$ cat config.mk
export PLATFORM = sky130hd
export DESIGN_NAME = priority_request_scheduler
export DESIGN_NICKNAME = d
export VERILOG_FILES = /design/src/rtl/priority_sched_pkg.sv /design/src/rtl/pending_scan.sv /design/src/rtl/priority_request_scheduler.sv
export SDC_FILE = /design/constraint.sdc
export NUM_CORES = 1
export LEC_CHECK = 0
export ABC_AREA = 1
export CORE_MARGIN = 2
export CORE_UTILIZATION = 54
export DETAILED_ROUTE_END_ITERATION = 8
export GPL_TIMING_DRIVEN = 0
export PLACE_DENSITY = 0.8
export SYNTH_ARGS = -nofsm -noshare
export SYNTH_HDL_FRONTEND = slang
export SYNTH_SLANG_ARGS = --single-unit
$ cat constraint.sdc
create_clock -name clk -period 5.1 [get_ports clk]
set_clock_uncertainty 0.1 [all_clocks]
set_input_delay 1.02 -clock clk [delete_from_list [all_inputs] [get_ports clk]]
set_output_delay 1.02 -clock clk [all_outputs]
set_load 0.01 [all_outputs]
$ cat src/rtl/priority_sched_pkg.sv
// rtl/priority_sched_pkg.sv - shared sizes and FSM state type for the priority request scheduler
package priority_sched_pkg;

   localparam int N     = 8;
   localparam int IDX_W = 3;
   localparam int CNT_W = 4;

   typedef enum logic {
      ST_IDLE,
      ST_OFFER
   } state_t;

endpackage

$ cat src/rtl/pending_scan.sv
// rtl/pending_scan.sv - combinational highest-set-index, empty flag and popcount of a request vector
module pending_scan
   import priority_sched_pkg::*;
(
   input  logic [N-1:0]     vec,
   output logic [IDX_W-1:0] idx,
   output logic             none,
   output logic [CNT_W-1:0] cnt
);

   // Ascending walk: the last set bit seen is the highest, so the MSB wins.
   always_comb begin
      idx = '0;
      cnt = '0;
      for (int i = 0; i < N; i++) begin
         if (vec[i]) begin
            idx = IDX_W'(i);
            cnt = cnt + CNT_W'(1);
         end
      end
      none = (vec == '0);
   end

endmodule

$ cat src/rtl/priority_request_scheduler.sv
// rtl/priority_request_scheduler.sv - sticky pending vector with MSB-first valid/ready grant offer
module priority_request_scheduler #(
   parameter int N     = 8,
   parameter int IDX_W = 3,
   parameter int CNT_W = 4
) (
   input  logic             clk,
   input  logic             rst,
   input  logic [N-1:0]     req_in,
   output logic             gnt_valid,
   input  logic             gnt_ready,
   output logic [IDX_W-1:0] gnt_idx,
   output logic [CNT_W-1:0] pend_cnt,
   output logic             idle,
   output logic             overrun
);

   import priority_sched_pkg::*;

   state_t             state;
   state_t             state_nx;
   logic [N-1:0]       pend;
   logic [N-1:0]       pend_nx;
   logic [N-1:0]       clr;
   logic [IDX_W-1:0]   idx_nx;
   logic               accept;

   logic [IDX_W-1:0]   cur_idx;
   logic               cur_none;
   logic [CNT_W-1:0]   cur_cnt;
   logic [IDX_W-1:0]   nx_idx;
   logic               nx_none;
   logic [CNT_W-1:0]   nx_cnt;

   pending_scan u_scan_cur (
      .vec  (pend),
      .idx  (cur_idx),
      .none (cur_none),
      .cnt  (cur_cnt)
   );

   pending_scan u_scan_nx (
      .vec  (pend_nx),
      .idx  (nx_idx),
      .none (nx_none),
      .cnt  (nx_cnt)
   );

   assign gnt_valid = (state == ST_OFFER);
   assign accept    = gnt_valid && gnt_ready;
   assign idle      = cur_none && !gnt_valid;

   // New requests are OR'd in after the clear, so a re-request on the accepted bit survives.
   always_comb begin
      clr = '0;
      if (accept) begin
         clr[gnt_idx] = 1'b1;
      end
      pend_nx = (pend & ~clr) | req_in;
   end

   always_comb begin
      state_nx = state;
      idx_nx   = gnt_idx;
      case (state)
         ST_IDLE: begin
            if (!cur_none) begin
               idx_nx   = cur_idx;
               state_nx = ST_OFFER;
            end
         end
         ST_OFFER: begin
            if (accept) begin
               if (nx_none) begin
                  state_nx = ST_IDLE;
               end else begin
                  idx_nx = nx_idx;
               end
            end
         end
         default: begin
            state_nx = ST_IDLE;
         end
      endcase
   end

   always_ff @(posedge clk) begin
      if (rst) begin
         state    <= ST_IDLE;
         pend     <= '0;
         gnt_idx  <= '0;
         pend_cnt <= '0;
         overrun  <= 1'b0;
      end else begin
         state    <= state_nx;
         pend     <= pend_nx;
         gnt_idx  <= idx_nx;
         pend_cnt <= nx_cnt;
         if (|(req_in & pend & ~clr)) begin
            overrun <= 1'b1;
         end
      end
   end

   // The registered count must always track the stored vector.
   a_cnt_tracks_pend : assert property (@(posedge clk) disable iff (rst) pend_cnt == cur_cnt);

endmodule

==> out/qor.yml, run 1 <==
clock_latency_ns: 0.31
synth_nets: 246
nets: 271
antenna_found_initial: 0
grt.overflow.total: 0
cpPeakStageDelay_ns: 0.30
die_area_um2: 3160
dpl.cell_count: 277
wl_met2_mm: 1.38
h-tree-depth: 1
wirelength_mm: 3.13
powerDensity_nw_per_um2: 275
yosysSeqAreaShare_pct: 23.1
cts_tree: "done"
cpLargestDelayFamily: "adder cells"
critical_path_required_ns: 5.19
drive_gt1_share_pct: 20.3
highest_layer: "met4"
end_kind: "flip-flop"
rows: 18
p_leak_nw: 0.880
final_cell_mix: "46 x nand2_1, 33 x inv_1, 28 x nor2_1"
finalCritPeriodShare_pct: 93.8
synthCells: 227
final_cells: 281
cts.sinks: 17
drtIter0Drc: 48
fin_crit_ns: 4.78
wl_per_cell_um: 11.1
reg2reg_to: "pend_cnt[1]"
cts_buffers: 3
hp-start: "gnt_idx[2]"
whs_path_depth: 2
crit_type: "in -> reg"
ys_types: 33
grt_pass1_vias: 1258
cts_hold_buf: 0
ys_ff_latch: 17
synth_area_leaders: "dfxtp_1 23%, nand2_1 12%, inv_1 8.4%"
via_per_inst: 5.06
hp-class: "reg -> reg"
outcome: "complete, no violations"
fillers: 227
die_x_um: 56.2
ir_drop_mv: 0.235
critPathLaunchType: "primary input"
fmax_mhz: 209
dpl_cell_area_um2: 1710
worst_pin_slew_ns: 0.420
synth_area_leader_cell: "dfxtp_1"
firstDrtPassIters: 4
min_to: "gnt_idx[2]"
drv_cap: 0
hold_violations: 0
dpl.hpwl_mm: 2.53
syn-mean-instance-area_um2: 6.48
netlist_area_um2: 1470
crit_slowest_cell: "or2_2"
clockBufferDepth: 2
ios: 21
flow.area_growth_from_synthesis_pct: 19.1
grt_pass1_wl_mm: 5.42
cp_max_fo: 3
fin_area_um2: 1750
drc_errors: 0
dieHeight_um: 56.2
arrival_ns: 4.87
coreArea_um2: 2520
final_max_slew_viol_count: 0
wl_met1_mm: 1.61
grt_max_degree: 11
layout_commonest_cell: "nand2_1"
rr_startpoint: "gnt_idx[0]"
relSlewSlack_pct: 71.3
globalplace.congestion: 0.835
cp_num_buf_inv: 5
drtAntennaViolNets: 0
r2r_slack_ns: 0.65
cp_common_cell: "nand2_1"
clkTransAtPathRegs_ns: 0.11
rr_worst_depth: 24
vias: 1422
start_util_pct: 58.3
antenna_cells: 0
synth_warnings: 0
root_buffer: "clkbuf_4"
setup_viol: 0
met3_length_um: 75
synth_top_area_share_pct: 23.1
io_buffers: 20
grtUsageTotal_pct: 21.6
grt_setup_unrepaired: "no"
## power breakdown
group / leakage (nW) / internal [mW] / switching (mW)
registers: 0.142 / 0.150 / 0.0109
logic: 0.720 / 0.103 / 0.142
clock network: 0.0177 / 0.0293 / 0.0467
## how the worst max path moves through the flow
stage               from     endpoint  slack (ns)  depth (start not counted)
2_1_floorplan  gnt_ready  pend_cnt[1]        0.40                         25
5_1_grt        gnt_ready  pend_cnt[1]        0.05                         26
6_report       gnt_ready  pend_cnt[1]        0.32                         26
3_3_place_gp   gnt_ready  pend_cnt[1]       -0.46                         25
4_1_cts        gnt_ready  pend_cnt[1]        0.10                         26
3_5_place_dp   gnt_ready  pend_cnt[1]       -0.54                         25
## sequential cells by signal, summed over array words and instances, names as in the netlist
signal	flops
gnt_valid	1
gnt_idx	3
overrun	1
pend_cnt	4
pend	8
## cell usage after synthesis, drive strengths merged
master   instances
a2111oi          1
or3              1
nand4            1
clkbuf           1
a31oi            4
o22ai            1
dfxtp           17
o21ai           10
a221oi           1
nor2            35
inv             39
nor3             2
o31ai            1
nand3           27
ha               8
a21oi           10
or2              2
buf              1
a21o             1
o21a             1
nand2           63
## metrics by stage
stage / util, % / setup TNS [ns] / worst slack (ns) / power (mW) / hold WS [ns]
2_1_floorplan: - / 0 / 0.403 / 0.338 / 0.450
3_3_place_gp: 67.7 / -1.11 / -0.458 / 0.399 / 0.423
3_5_place_dp: 67.7 / -1.36 / -0.543 / 0.405 / 0.442
4_1_cts: 69.0 / 0 / 0.100 / 0.478 / 0.459
5_1_grt: 69.4 / 0 / 0.0525 / 0.525 / 0.520
6_report: 69.4 / 0 / 0.318 / 0.481 / 0.458
## layout make-up
| type | instances | area (µm²) | share of cell area (%) |
|---|---|---|---|
| Buffer | 2 | 15.0 | 0.858 |
| Clock buffer | 3 | 22.5 | 1.29 |
| Clock inverter | 1 | 5.00 | 0.286 |
| Inverter | 39 | 146 | 8.36 |
| Multi-Input combinational cell | 169 | 988 | 56.5 |
| Sequential cell | 17 | 340 | 19.4 |
| Tap cell | 30 | 37.5 | 2.14 |
| Timing Repair Buffer | 20 | 195 | 11.2 |
## worst register-to-register path, stage by stage (launching register included)
cell and delay (ns):
dfxtp_1 0.49, nand3_2 0.18, o21a_1 0.23, nor2_2 0.22, ha_4 0.26, inv_1 0.09, nand3_4 0.08, nand2_2 0.10
inv_1 0.05, ha_1 0.29, nand2_1 0.08, nand2_1 0.07, ha_1 0.26, or2_2 0.30, nand2_1 0.11, inv_1 0.05
ha_1 0.28, nand2_1 0.08, nand2_2 0.08, ha_1 0.28, nand2_1 0.09, nand2_1 0.07, ha_1 0.27, o21ai_0 0.16
a31oi_1 0.06
## metal layers
layer | vias up | GRT usage, %
li1 | 772 | -
met1 | 623 | 28.7
met3 | 7 | 3.72
met4 | 0 | 8.16
met5 | - | 0
met2 | 20 | 34.8
## kinds of logic after synthesis
| kind of cell | after synthesis | share of synthesized area (%) |
|---|---|---|
| AO/OA/AOI/OAI | 30 | 13.0 |
| buffers and inverters | 41 | 11.0 |
| AND/OR/NAND/NOR | 131 | 46.0 |
| adder cells (fa/ha/maj) | 8 | 6.81 |
| flip-flops | 17 | 23.1 |
## timing repair
| item | in CTS | in global routing |
|---|---|---|
| endpoints found under the setup margin | 3 | 2 |
| setup buffers | 0 | 0 |
| resized for setup | 3 | 3 |
Note: power is estimated with default switching activity, not from simulation.
==> inputs of run 2 (changes only) <==
- CORE_UTILIZATION: 54 -> 59
- PLACE_DENSITY: 0.8 -> 0.82
- SYNTH_HIERARCHICAL: default -> 1
==> run 2 against run 1 <==
Compared with the run above: combinational power is 20% higher; cell count increased by 25%; clock power down 6.4%; worst setup slack improved by 0.23 ns; die area increased by 10%; flip-flop and latch count unchanged; critical path depth up 1; design area increased by 17%; synthesized area up 22%; global-route usage rose by 1.2 points; register-to-register slack better by 0.74 ns.
==> out/qor.yml, run 2 <==
globalplace.congestion: 0.878
grt.overflow.total: 0
cts_buffers: 3
via_per_inst: 4.97
rows: 19
layout_commonest_cell: "nand2_1"
cts_tree: "done"
antenna_found_initial: 0
ir_drop_mv: 0.168
firstDrtPassIters: 4
wirelength_mm: 3.62
final_cell_mix: "98 x nand2_1, 48 x inv_1, 21 x nand3_1"
fmax_mhz: 220
design_power_total_mw: 0.523
clockBufferDepth: 2
clock_latency_ns: 0.29
clkTransAtPathRegs_ns: 0.09
synth_warnings: 6
grt_pass1_vias: 1565
start_util_pct: 63.7
final_max_slew_viol_count: 0
die_x_um: 59.0
ff_latch_area_um2: 340
p_leak_nw: 1.13
coreArea_um2: 2810
arrival_ns: 4.64
drive_gt1_share_pct: 16.3
worst_pin_slew_ns: 0.317
wl_per_cell_um: 10.3
critPathLaunchType: "primary input"
h-tree-depth: 1
drv_cap: 0
dpl.hpwl_mm: 2.95
critical_path_required_ns: 5.19
hp-class: "reg -> reg"
nets: 340
fin_crit_ns: 4.55
dieHeight_um: 59.0
cts_resized: 0
grt_setup_unrepaired: "no"
cpPeakStageDelay_ns: 0.59
cpLargestDelayFamily: "simple AND/OR/NAND/NOR gates"
hold_violations: 0
grt_pass1_wl_mm: 6.24
relSlewSlack_pct: 78.8
drc_errors: 0
die_area_um2: 3480
netlist_area_um2: 1790
flow.area_growth_from_synthesis_pct: 14.3
finalSetupTns_ns: 0
grtUsageTotal_pct: 22.9
crit_slowest_cell: "clkdlybuf4s50_1"
multi_input_area_um2: 1170
synthCells: 296
antenna_cells: 0
outcome: "complete, no violations"
end_kind: "flip-flop"
cp_max_fo: 5
fillers: 260
postCtsSetupBuffers: 0
crit_type: "in -> reg"
powerDensity_nw_per_um2: 256
largest_register_ffs: 8
cp_common_cell: "nand2_1"
grt_max_degree: 11
regMostFlops: "pend"
vias: 1741
drtIter0Drc: 92
top_regs: "pend: 8 flops, pend_cnt: 4 flops, gnt_idx: 3 flops"
drtAntennaViolNets: 0
cp_num_buf_inv: 4
ios: 21
setup_viol: 0
root_buffer: "clkbuf_4"
cts_hold_buf: 0
syn-mean-instance-area_um2: 6.04
io_buffers: 19
synth_nets: 316
finalCritPeriodShare_pct: 89.2
cts.sinks: 17
## run 2: changes by cell type in the layout (fill, tap and decap cells not counted), sizes merged, moves of 2 or more
| cell | before | now |
|---|---|---|
| inv | 39 | 56 |
| nand2 | 63 | 117 |
| a31oi | 4 | 0 |
| nand4 | 1 | 4 |
| o21bai | 0 | 3 |
| nor2 | 35 | 21 |
| xor2 | 0 | 2 |
| o21ai | 10 | 13 |
| nor3b | 0 | 2 |
| a21oi | 10 | 14 |
| buf | 1 | 7 |
## run 2: power by group
part | total, mW | leakage [nW] | switching, mW | internal [mW]
combinational | 0.293 | 0.974 | 0.175 | 0.118
sequential | 0.159 | 0.142 | 0.00915 | 0.150
clock | 0.0711 | 0.0150 | 0.0407 | 0.0304
total | 0.523 | 1.13 | 0.225 | 0.298
## run 2: worst paths after layout
kind	cells past startpoint	start	to	slack, ns
worst min-delay path	2	pend[4]	pend[4]	0.41
worst min register to register	2	pend[4]	pend[4]	0.41
worst max-delay path	27	gnt_ready	pend_cnt[1]	0.55
worst max register to register	27	gnt_valid	pend_cnt[1]	1.39
## run 2: routing by layer
layer	GRT usage, %	part of all wire, %
met2	40.0	48
met3	1.97	3.5
met4	6.82	1.2
met5	0	0
met1	29.8	47
## run 2: tightest hold or removal path: cells and delay by family, from the launching register on
kind	cells	cell delay, ns
flip-flops	1	0.33
AND/OR/NAND/NOR	1	0.08
AO/OA/AOI/OAI	1	0.05
## run 2: cell type report
type	count	area share, %
multi-input combinational	216	57.3
sequential	17	16.7
clock buffer	4	1.29
inverter	56	10.5
timing repair buffer	19	9.31
buffer	7	3.00
tap	31	1.90
## run 2: stage by stage
step / hold WS, ns / std cells / utilization, % / area (µm²) / setup WS, ns
after floorplan: 0.373 / 296 / - / 1790 / 1.18
final: 0.406 / 350 / 72.8 / 2040 / 0.551
after CTS: 0.413 / 350 / 72.8 / 2040 / 0.552
after detailed placement: 0.399 / 346 / 71.9 / 2020 / 0.254
after global placement: 0.393 / 346 / 71.9 / 2020 / 0.293
after global routing: 0.434 / 350 / 72.8 / 2040 / 0.251
==> inputs of run 3 (changes only) <==
- CTS_CLUSTER_SIZE: default -> 28
==> results of run 3 <==
Final layout, timing and power as in run 2 (identical DEF).
